`config.mk`:
```
export PLATFORM = sky130hd
export DESIGN_NAME = mem_access_stage
export DESIGN_NICKNAME = d
export VERILOG_FILES = /design/src/rtl/mem_access_stage_pkg.sv /design/src/rtl/mem_access_stage.sv
export SDC_FILE = /design/constraint.sdc
export NUM_CORES = 1
export LEC_CHECK = 0
export CORE_ASPECT_RATIO = 0.9
export CORE_UTILIZATION = 44
export DETAILED_ROUTE_END_ITERATION = 10
export GPL_TIMING_DRIVEN = 0
export PLACE_DENSITY = 0.91
export SYNTH_ARGS = -nofsm -noshare
export SYNTH_HDL_FRONTEND = slang
export SYNTH_SLANG_ARGS = --single-unit
```
`constraint.sdc`:
```
create_clock -name clk -period 2 [get_ports clk]
set_clock_uncertainty 0.05 [all_clocks]
set_input_delay 0.4 -clock clk [delete_from_list [all_inputs] [get_ports clk]]
set_output_delay 0.4 -clock clk [all_outputs]
set_load 0.005 [all_outputs]
```
`src/rtl/mem_access_stage_pkg.sv`:
```
// Shared pipeline definitions: MEM-stage FSM encoding and writeback-control bit layout.
// Latency: n/a (types, constants and a helper only).
// Backpressure: n/a.
package mem_access_stage_pkg;

    typedef enum logic {
        ST_IDLE = 1'b0,
        ST_BUSY = 1'b1
    } state_t;

    // ctrl_wb layout carried from EX/MEM into MEM/WB
    localparam int CTRL_WB_W          = 2;
    localparam int CTRL_WB_REG_WRITE  = 0;
    localparam int CTRL_WB_MEM_TO_REG = 1;

    // A bubble must never write the register file nor select memory data.
    localparam logic [CTRL_WB_W-1:0] CTRL_WB_BUBBLE =
        ~((CTRL_WB_W'(1) << CTRL_WB_REG_WRITE) | (CTRL_WB_W'(1) << CTRL_WB_MEM_TO_REG));

    function automatic logic is_word_aligned(input logic [1:0] addr_lsb);
        return addr_lsb == 2'b00;
    endfunction

endpackage

```
`src/rtl/mem_access_stage.sv`:
```
// Pipeline MEM stage: issues load/store to data memory, holds MEM/WB register, flags misalign/timeout.
// Latency: pass-through 1 cycle; memory op 1 issue cycle + BUSY cycles until ack (max TIMEOUT).
// Backpressure: stall held high from issue until the cycle dmem_ack arrives or the wait expires.
//
// Ports:
//   clk, rst_n                      clock, async active-low reset
//   ctrl_wb_in, mem_read_in, mem_write_in, alu_result_in, wdata_in, rd_in   EX/MEM inputs
//   dmem_req/we/addr/wdata (out), dmem_ack/rdata (in)                      data-memory handshake
//   stall                           hold request to upstream stages
//   ctrl_wb_out, mem_data_out, alu_result_out, rd_out                      MEM/WB register
//   misalign_err, timeout_err       one-cycle error pulses
module mem_access_stage
    import mem_access_stage_pkg::*;
#(
    parameter int TIMEOUT = 16
) (
    input  logic                 clk,
    input  logic                 rst_n,
    input  logic [CTRL_WB_W-1:0] ctrl_wb_in,
    input  logic                 mem_read_in,
    input  logic                 mem_write_in,
    input  logic [31:0]          alu_result_in,
    input  logic [31:0]          wdata_in,
    input  logic [4:0]           rd_in,
    output logic                 dmem_req,
    output logic                 dmem_we,
    output logic [31:0]          dmem_addr,
    output logic [31:0]          dmem_wdata,
    input  logic                 dmem_ack,
    input  logic [31:0]          dmem_rdata,
    output logic                 stall,
    output logic [CTRL_WB_W-1:0] ctrl_wb_out,
    output logic [31:0]          mem_data_out,
    output logic [31:0]          alu_result_out,
    output logic [4:0]           rd_out,
    output logic                 misalign_err,
    output logic                 timeout_err
);

    localparam int CNT_W = (TIMEOUT > 1) ? $clog2(TIMEOUT) : 1;
    localparam logic [CNT_W-1:0] CNT_LAST = CNT_W'(TIMEOUT - 1);

    state_t               state, state_nxt;
    logic [CNT_W-1:0]     wait_cnt;
    logic [CTRL_WB_W-1:0] lat_ctrl_wb;
    logic [4:0]           lat_rd;

    logic op, aligned;
    logic start, misalign, done, expire, stall_c;

    assign op      = mem_read_in | mem_write_in;
    assign aligned = is_word_aligned(alu_result_in[1:0]);

    always_comb begin
        state_nxt = state;
        stall_c   = 1'b0;
        start     = 1'b0;
        misalign  = 1'b0;
        done      = 1'b0;
        expire    = 1'b0;
        case (state)
            ST_IDLE: begin
                if (op && aligned) begin
                    start     = 1'b1;
                    stall_c   = 1'b1;
                    state_nxt = ST_BUSY;
                end else if (op) begin
                    misalign  = 1'b1;
                end
            end
            ST_BUSY: begin
                // ack is checked first so an ack on the last wait cycle wins over the timeout
                if (dmem_ack) begin
                    done      = 1'b1;
                    state_nxt = ST_IDLE;
                end else if (wait_cnt == CNT_LAST) begin
                    expire    = 1'b1;
                    state_nxt = ST_IDLE;
                end else begin
                    stall_c   = 1'b1;
                end
            end
            default: state_nxt = ST_IDLE;
        endcase
    end

    // stall must read 0 throughout reset even if upstream presents a memory op
    assign stall = stall_c & rst_n;

    always_ff @(posedge clk or negedge rst_n) begin
        if (!rst_n) begin
            state          <= ST_IDLE;
            wait_cnt       <= '0;
            dmem_req       <= 1'b0;
            dmem_we        <= 1'b0;
            dmem_addr      <= '0;
            dmem_wdata     <= '0;
            lat_ctrl_wb    <= '0;
            lat_rd         <= '0;
            ctrl_wb_out    <= '0;
            mem_data_out   <= '0;
            alu_result_out <= '0;
            rd_out         <= '0;
            misalign_err   <= 1'b0;
            timeout_err    <= 1'b0;
        end else begin
            state        <= state_nxt;
            misalign_err <= misalign;
            timeout_err  <= expire;

            if (state == ST_IDLE) begin
                if (!op) begin
                    ctrl_wb_out    <= ctrl_wb_in;
                    alu_result_out <= alu_result_in;
                    rd_out         <= rd_in;
                end else begin
                    ctrl_wb_out    <= CTRL_WB_BUBBLE;
                end
                if (start) begin
                    // read+write together is treated as a write
                    dmem_req    <= 1'b1;
                    dmem_we     <= mem_write_in;
                    dmem_addr   <= alu_result_in;
                    dmem_wdata  <= wdata_in;
                    lat_ctrl_wb <= ctrl_wb_in;
                    lat_rd      <= rd_in;
                    wait_cnt    <= '0;
                end
            end else begin
                if (done) begin
                    dmem_req       <= 1'b0;
                    ctrl_wb_out    <= lat_ctrl_wb;
                    alu_result_out <= dmem_addr;
                    rd_out         <= lat_rd;
                    if (!dmem_we) begin
                        mem_data_out <= dmem_rdata;
                    end
                end else if (expire) begin
                    dmem_req    <= 1'b0;
                    ctrl_wb_out <= CTRL_WB_BUBBLE;
                end else begin
                    wait_cnt    <= wait_cnt + CNT_W'(1);
                    ctrl_wb_out <= CTRL_WB_BUBBLE;
                end
            end
        end
    end

endmodule

```
* After elaboration in Yosys (flattened, before gate mapping)
Index checks and enable logic that the tools add are counted.
Word-level totals: input bits 108, word-level logic and storage cells 63, output and inout port bits 140, register bits after elaboration 151
Operators by class: bitwise operators 4, reductions and logical operators 8, $add $sub $neg 1, muxes and demuxes 30, equality and inequality tests 6
Operators with widths (count):
- $mux 32 | 3
- $mux 1 | 16
- $mux 4 | 4
- $mux 5 | 3
- $mux 2 | 3
- $ne 2x2->1 const B | 3
- $reduce_and 2->1 | 3
- $reduce_and 3->1 | 2
- $add 4x1->4 const B | 1
- $eq 4x4->1 const B | 1
- $ne 3x1->1 const B | 1
- $logic_not 2->1 | 1
- $ne 2x1->1 const B | 1
- $not 1->1 | 2
- $pmux 1 s2 | 1
- $reduce_bool 2->1 | 1
- $and 1x1->1 | 1
- $logic_and 1x1->1 | 1
- $or 1x1->1 | 1

* Depth between registers and ports, before layout
depth after elaboration 7, mapped depth 5, gate-level depth less buffers 4

* Worst setup path before layout
OpenSTA, ideal clock, no wires.
path kind flip-flop to output port, from register wait_cnt[0], to output port stall, slack 0.357 ns, arrival time 1.193 ns, cell stages (with the launch flop) 5, required time 1.550 ns, cell sequence dfrtp_1 ha_1 and3_1 o22ai_1 and2_1
On the way: word-level cells in the longest chain between the ends 5
Ends and longest elaborated chain:
- start: declaration | RTL line mem_access_stage.sv:44 | logic [CNT_W-1:0] wait_cnt;
- start signal: assignment | RTL line mem_access_stage.sv:142 | wait_cnt <= wait_cnt + CNT_W'(1);
- $eq 4x4->1 | RTL line mem_access_stage.sv:76 | end else if (wait_cnt == CNT_LAST) begin
- $mux 1 | RTL line mem_access_stage.sv:76
- $mux 1 | RTL line mem_access_stage.sv:73 | if (dmem_ack) begin
- $pmux 1 s2 | RTL line mem_access_stage.sv:61 | case (state)
- net stall_c | RTL line mem_access_stage.sv:49 | logic start, misalign, done, expire, stall_c;
- $and 1x1->1 | RTL line mem_access_stage.sv:88 | assign stall = stall_c & rst_n;
- end: declaration | RTL line mem_access_stage.sv:31 | output logic stall,
The timed path passes the listed nets, and every way through them passes these cells.

* Worst setup path after layout
from input port alu_result_in[1], to output port stall
On the way: word-level cells in the longest chain between the ends 5
Ends and longest elaborated chain:
- start: declaration | RTL line mem_access_stage.sv:22 | input logic [31:0] alu_result_in,
- $logic_not 2->1 | RTL line mem_access_stage_pkg.sv:21 | return addr_lsb == 2'b00;
- $logic_and 1x1->1 | RTL line mem_access_stage.sv:63 | if (op && aligned) begin
- $mux 1 | RTL line mem_access_stage.sv:63
- $pmux 1 s2 | RTL line mem_access_stage.sv:61
- net stall_c | RTL line mem_access_stage.sv:49
- $and 1x1->1 | RTL line mem_access_stage.sv:88
The timed path passes the listed nets, and every way through them passes these cells.

==> impl_metrics.prom <==
# TYPE chip_impl_metric gauge
chip_impl_metric{name="die_width",unit="um"} 128
chip_impl_metric{name="reg2reg_slack",unit="ps"} 220
chip_impl_metric{name="relSlewSlack",unit="%"} 64.4
chip_impl_metric{name="clkTransAtPathRegs",unit="ps"} 60
chip_impl_metric{name="rows",unit=""} 41
chip_impl_info{name="run_status",value="complete, but fails checks"} 1
chip_impl_metric{name="slew_violations",unit=""} 0
chip_impl_metric{name="seq_area_frac_synth",unit="%"} 59.9
chip_impl_metric{name="clock_path_buffers",unit=""} 2
chip_impl_info{name="endpoint_kind_of_the_worst_setup_timing_path",value="output pin"} 1
chip_impl_metric{name="synth_area_in_compound_gates",unit="%"} 1.15
chip_impl_metric{name="ff_latch_area",unit="um^2"} 3780
chip_impl_info{name="worst_hold_path_class",value="in2async"} 1
chip_impl_metric{name="maximum_number_of_pins_on_one_net_before_global_route_repair",unit=""} 69
chip_impl_metric{name="post_drt_wl_per_cell",unit="um"} 18.4
chip_impl_metric{name="first_global_vias",unit=""} 4552
chip_impl_metric{name="synthesis.area_per_instance",unit="um^2"} 16.3
chip_impl_metric{name="nNetsFinal",unit=""} 766
chip_impl_metric{name="synthesis.nets",unit=""} 495
chip_impl_info{name="yosys.cell_count.top_type",value="sky130_fd_sc_hd__dfrtp_1"} 1
chip_impl_metric{name="utilization",unit="%"} 69.6
chip_impl_metric{name="grt.overflow.total",unit=""} 0
chip_impl_metric{name="layout_setup_ws",unit="ps"} -12.3
chip_impl_metric{name="setup_tns_final",unit="ps"} -12.3
chip_impl_metric{name="fill_cells",unit=""} 953
chip_impl_info{name="violations",value="hold timing, setup timing"} 1
chip_impl_metric{name="synth_simple_gate_area_share",unit="%"} 2.12
chip_impl_metric{name="synthMuxAreaShare",unit="%"} 33.8
chip_impl_info{name="ys.flop_type",value="sky130_fd_sc_hd__dfrtp_1"} 1
chip_impl_metric{name="final.hold.worst_slack",unit="ps"} -113
chip_impl_metric{name="area.growth.synth_to_final",unit="%"} 54.6
chip_impl_metric{name="grt_antenna_before_repair",unit=""} 0
chip_impl_metric{name="ioPinCount",unit=""} 248
chip_impl_metric{name="area_share_of_the_largest_cell_type_after_synthesis",unit="%"} 59.9
chip_impl_metric{name="numClockSinks",unit=""} 151
chip_impl_metric{name="die_height",unit="um"} 116
chip_impl_metric{name="yosys_warnings",unit=""} 0
chip_impl_metric{name="count_of_mapped_cells_out_of_synthesis",unit=""} 386
chip_impl_metric{name="setup_viol",unit=""} 1
chip_impl_metric{name="synth_edf_count",unit=""} 0
chip_impl_metric{name="cell_pwr_density",unit="nW/um^2"} 1140
chip_impl_metric{name="syn-cell-area",unit="um^2"} 6310
chip_impl_metric{name="floorplan.core_area",unit="um^2"} 14000
chip_impl_info{name="synth_commonest_cells",value="sky130_fd_sc_hd__dfrtp_1, sky130_fd_sc_hd__mux2_2, sky130_fd_sc_hd__mux2_4, sky130_fd_sc_hd__buf_2, sky130_fd_sc_hd__nand3_1"} 1
chip_impl_metric{name="antenna_cells_inserted",unit=""} 0
chip_impl_metric{name="number_of_synthesized_register_bits",unit=""} 151
chip_impl_info{name="rsz0062_at_grt",value="yes"} 1
chip_impl_info{name="synth_top_family_by_area",value="multiplexers"} 1
chip_impl_metric{name="maxCapViolations",unit=""} 0
chip_impl_metric{name="ir_worst_vdd",unit="mV"} 0.794
chip_impl_metric{name="final_cell_count_no_fill",unit=""} 863
chip_impl_metric{name="groute.usage.overall",unit="%"} 21.9
chip_impl_metric{name="critical_path.max_fanout",unit=""} 4
chip_impl_metric{name="cts_made_buffers",unit=""} 17
chip_impl_metric{name="worst_pin_slew",unit="ps"} 534
chip_impl_metric{name="final_hold_viol_count",unit=""} 66
chip_impl_metric{name="ant_nets",unit=""} 0
chip_impl_metric{name="drive_above_1_share",unit="%"} 36.4
chip_impl_metric{name="required",unit="ps"} 1550
chip_impl_metric{name="die_area",unit="um^2"} 14800
chip_impl_metric{name="post_synth_xor_area_fraction",unit="%"} 0.139
chip_impl_metric{name="crit_arrival",unit="ps"} 1560
chip_impl_metric{name="initial_util",unit="%"} 45.0
chip_impl_info{name="crit_type",value="in2out"} 1
chip_impl_metric{name="final.period_utilization",unit="%"} 101
chip_impl_metric{name="detailed_routing_iterations_pass_1",unit=""} 6
chip_impl_metric{name="multi_input_area",unit="um^2"} 2400
chip_impl_info{name="cts_root_buffer",value="sky130_fd_sc_hd__clkbuf_16"} 1
chip_impl_metric{name="clk_latency",unit="ps"} 410
chip_impl_metric{name="yosys.area_share.adder",unit="%"} 0.198
chip_impl_metric{name="max_freq",unit="GHz"} 0.497
chip_impl_metric{name="numPortBuffers",unit=""} 246
chip_impl_info{name="timing.critical_path.from_type",value="primary input"} 1
chip_impl_metric{name="vias",unit=""} 4211
chip_impl_metric{name="dp_slack",unit="ps"} -661
chip_impl_info{name="netlist_top_cells_area",value="sky130_fd_sc_hd__dfrtp_1, sky130_fd_sc_hd__mux2_2, sky130_fd_sc_hd__mux2_4"} 1
chip_impl_metric{name="detailedPlacementHpwl",unit="mm"} 11.4
chip_impl_metric{name="async_reset_ff_share",unit="%"} 100
chip_impl_metric{name="route.detailed.vias_per_inst",unit=""} 4.88
chip_impl_metric{name="finalCriticalPeriod",unit="ps"} 2010
chip_impl_metric{name="placedCellCount",unit=""} 826
chip_impl_info{name="tritoncts_clock_tree",value="done"} 1
chip_impl_metric{name="total_leakage_power",unit="nW"} 4.19
chip_impl_metric{name="grt_pass1_wl",unit="mm"} 24.3
chip_impl_info{name="synth_area_leader_cell",value="sky130_fd_sc_hd__dfrtp_1"} 1
chip_impl_metric{name="ctsHtreeMaxLevel",unit=""} 4
chip_impl_metric{name="count_of_distinct_cell_types_in_the_synthesized_netlist",unit=""} 31
chip_impl_metric{name="drc",unit=""} 0
chip_impl_metric{name="place_congestion",unit=""} 0.736
chip_impl_metric{name="routed_wirelength",unit="mm"} 15.8
chip_impl_metric{name="dr.first_iter.drc_count",unit=""} 111
cell type report:
class / count / share of cell area, %
Clock inverter: 11 / 1.27
Sequential cell: 151 / 38.7
Clock buffer: 21 / 4.82
Tap cell: 193 / 2.48
Inverter: 2 / 0.0770
Timing Repair Buffer: 252 / 26.2
Multi-Input combinational cell: 213 / 24.6
Buffer: 20 / 1.74
flip-flops by register name, indices dropped and copies added, names as in the netlist, 2 cells and up:
name and flops:
dmem_wdata 32, wait_cnt 4, lat_ctrl_wb 2, mem_data_out 32, dmem_addr 32, rd_out 5, ctrl_wb_out 2, lat_rd 5
alu_result_out 32
stage by stage:
step	power [W]	hold WS (ps)	cell area [um^2]
final	0.0111	-113	9750
after CTS	0.0112	-102	9740
after global routing	0.0117	-83.3	9750
after detailed placement	0.00795	393	9040
after global placement	0.00778	426	9010
after floorplan	0.00567	54.4	6310
worst paths after layout:
path | startpoint | end | cells after the start
min in group clk | dmem_ack | ctrl_wb_out[1] | 3
worst max register to register | state | alu_result_out[9] | 4
worst max-delay path | alu_result_in[1] | stall | 5
worst min register to register | dmem_wdata[9] | dmem_wdata[9] | 1
worst min-delay path | rst_n | alu_result_out[23] | 1
max in group asynchronous | rst_n | alu_result_out[25] | 2
kinds of logic after synthesis:
group                      after synthesis
muxes                                  177
AOI/OAI and AO/OA                       10
adders and majority gates                1
buffers and inverters                   22
DFF                                    151
xor gates and xnor gates                 1
and+or+nand+nor                         24
worst max-delay path, cell delays in order:
cell                              delay, ps
sky130_fd_sc_hd__clkdlybuf4s50_1        460
sky130_fd_sc_hd__or2_4                  310
sky130_fd_sc_hd__o22ai_4                140
sky130_fd_sc_hd__and2_4                 160
sky130_fd_sc_hd__buf_6                   90
placed cells by master (no fill, tap or decap), types with 4 or more instances in the layout:
cell type	instances
sky130_fd_sc_hd__mux2_4	37
sky130_fd_sc_hd__o21ai_0	4
sky130_fd_sc_hd__buf_4	7
sky130_fd_sc_hd__nand3_1	6
sky130_fd_sc_hd__dfrtp_1	151
sky130_fd_sc_hd__clkbuf_16	17
sky130_fd_sc_hd__clkdlybuf4s50_1	244
sky130_fd_sc_hd__buf_2	10
sky130_fd_sc_hd__mux2_2	139
sky130_fd_sc_hd__buf_6	4
power by group:
group	internal [W]	switching, W
Clock	0.00193	0.00124
Sequential	0.00393	0.000505
Combinational	0.00250	0.00101
per-layer routing:
| metal | vias up | track usage [%] | part of all wire [%] |
|---|---|---|---|
| met3 | 25 | 7.43 | 7.4 |
| met1 | 2091 | 24.7 | 39 |
| met4 | 0 | 9.57 | 1.8 |
| met5 | - | 0 | 0 |
| li1 | 1923 | - | - |
| met2 | 172 | 37.9 | 51 |
what timing repair did:
action                                  CTS  global route
gates cloned                              1             0
buffers inserted                          4             0
endpoints found under the setup margin    1             1
hold endpoints to repair                 66            66
resized for setup                        14             2
pin swaps                                 2             0
(Power assumes the default switching activity.)
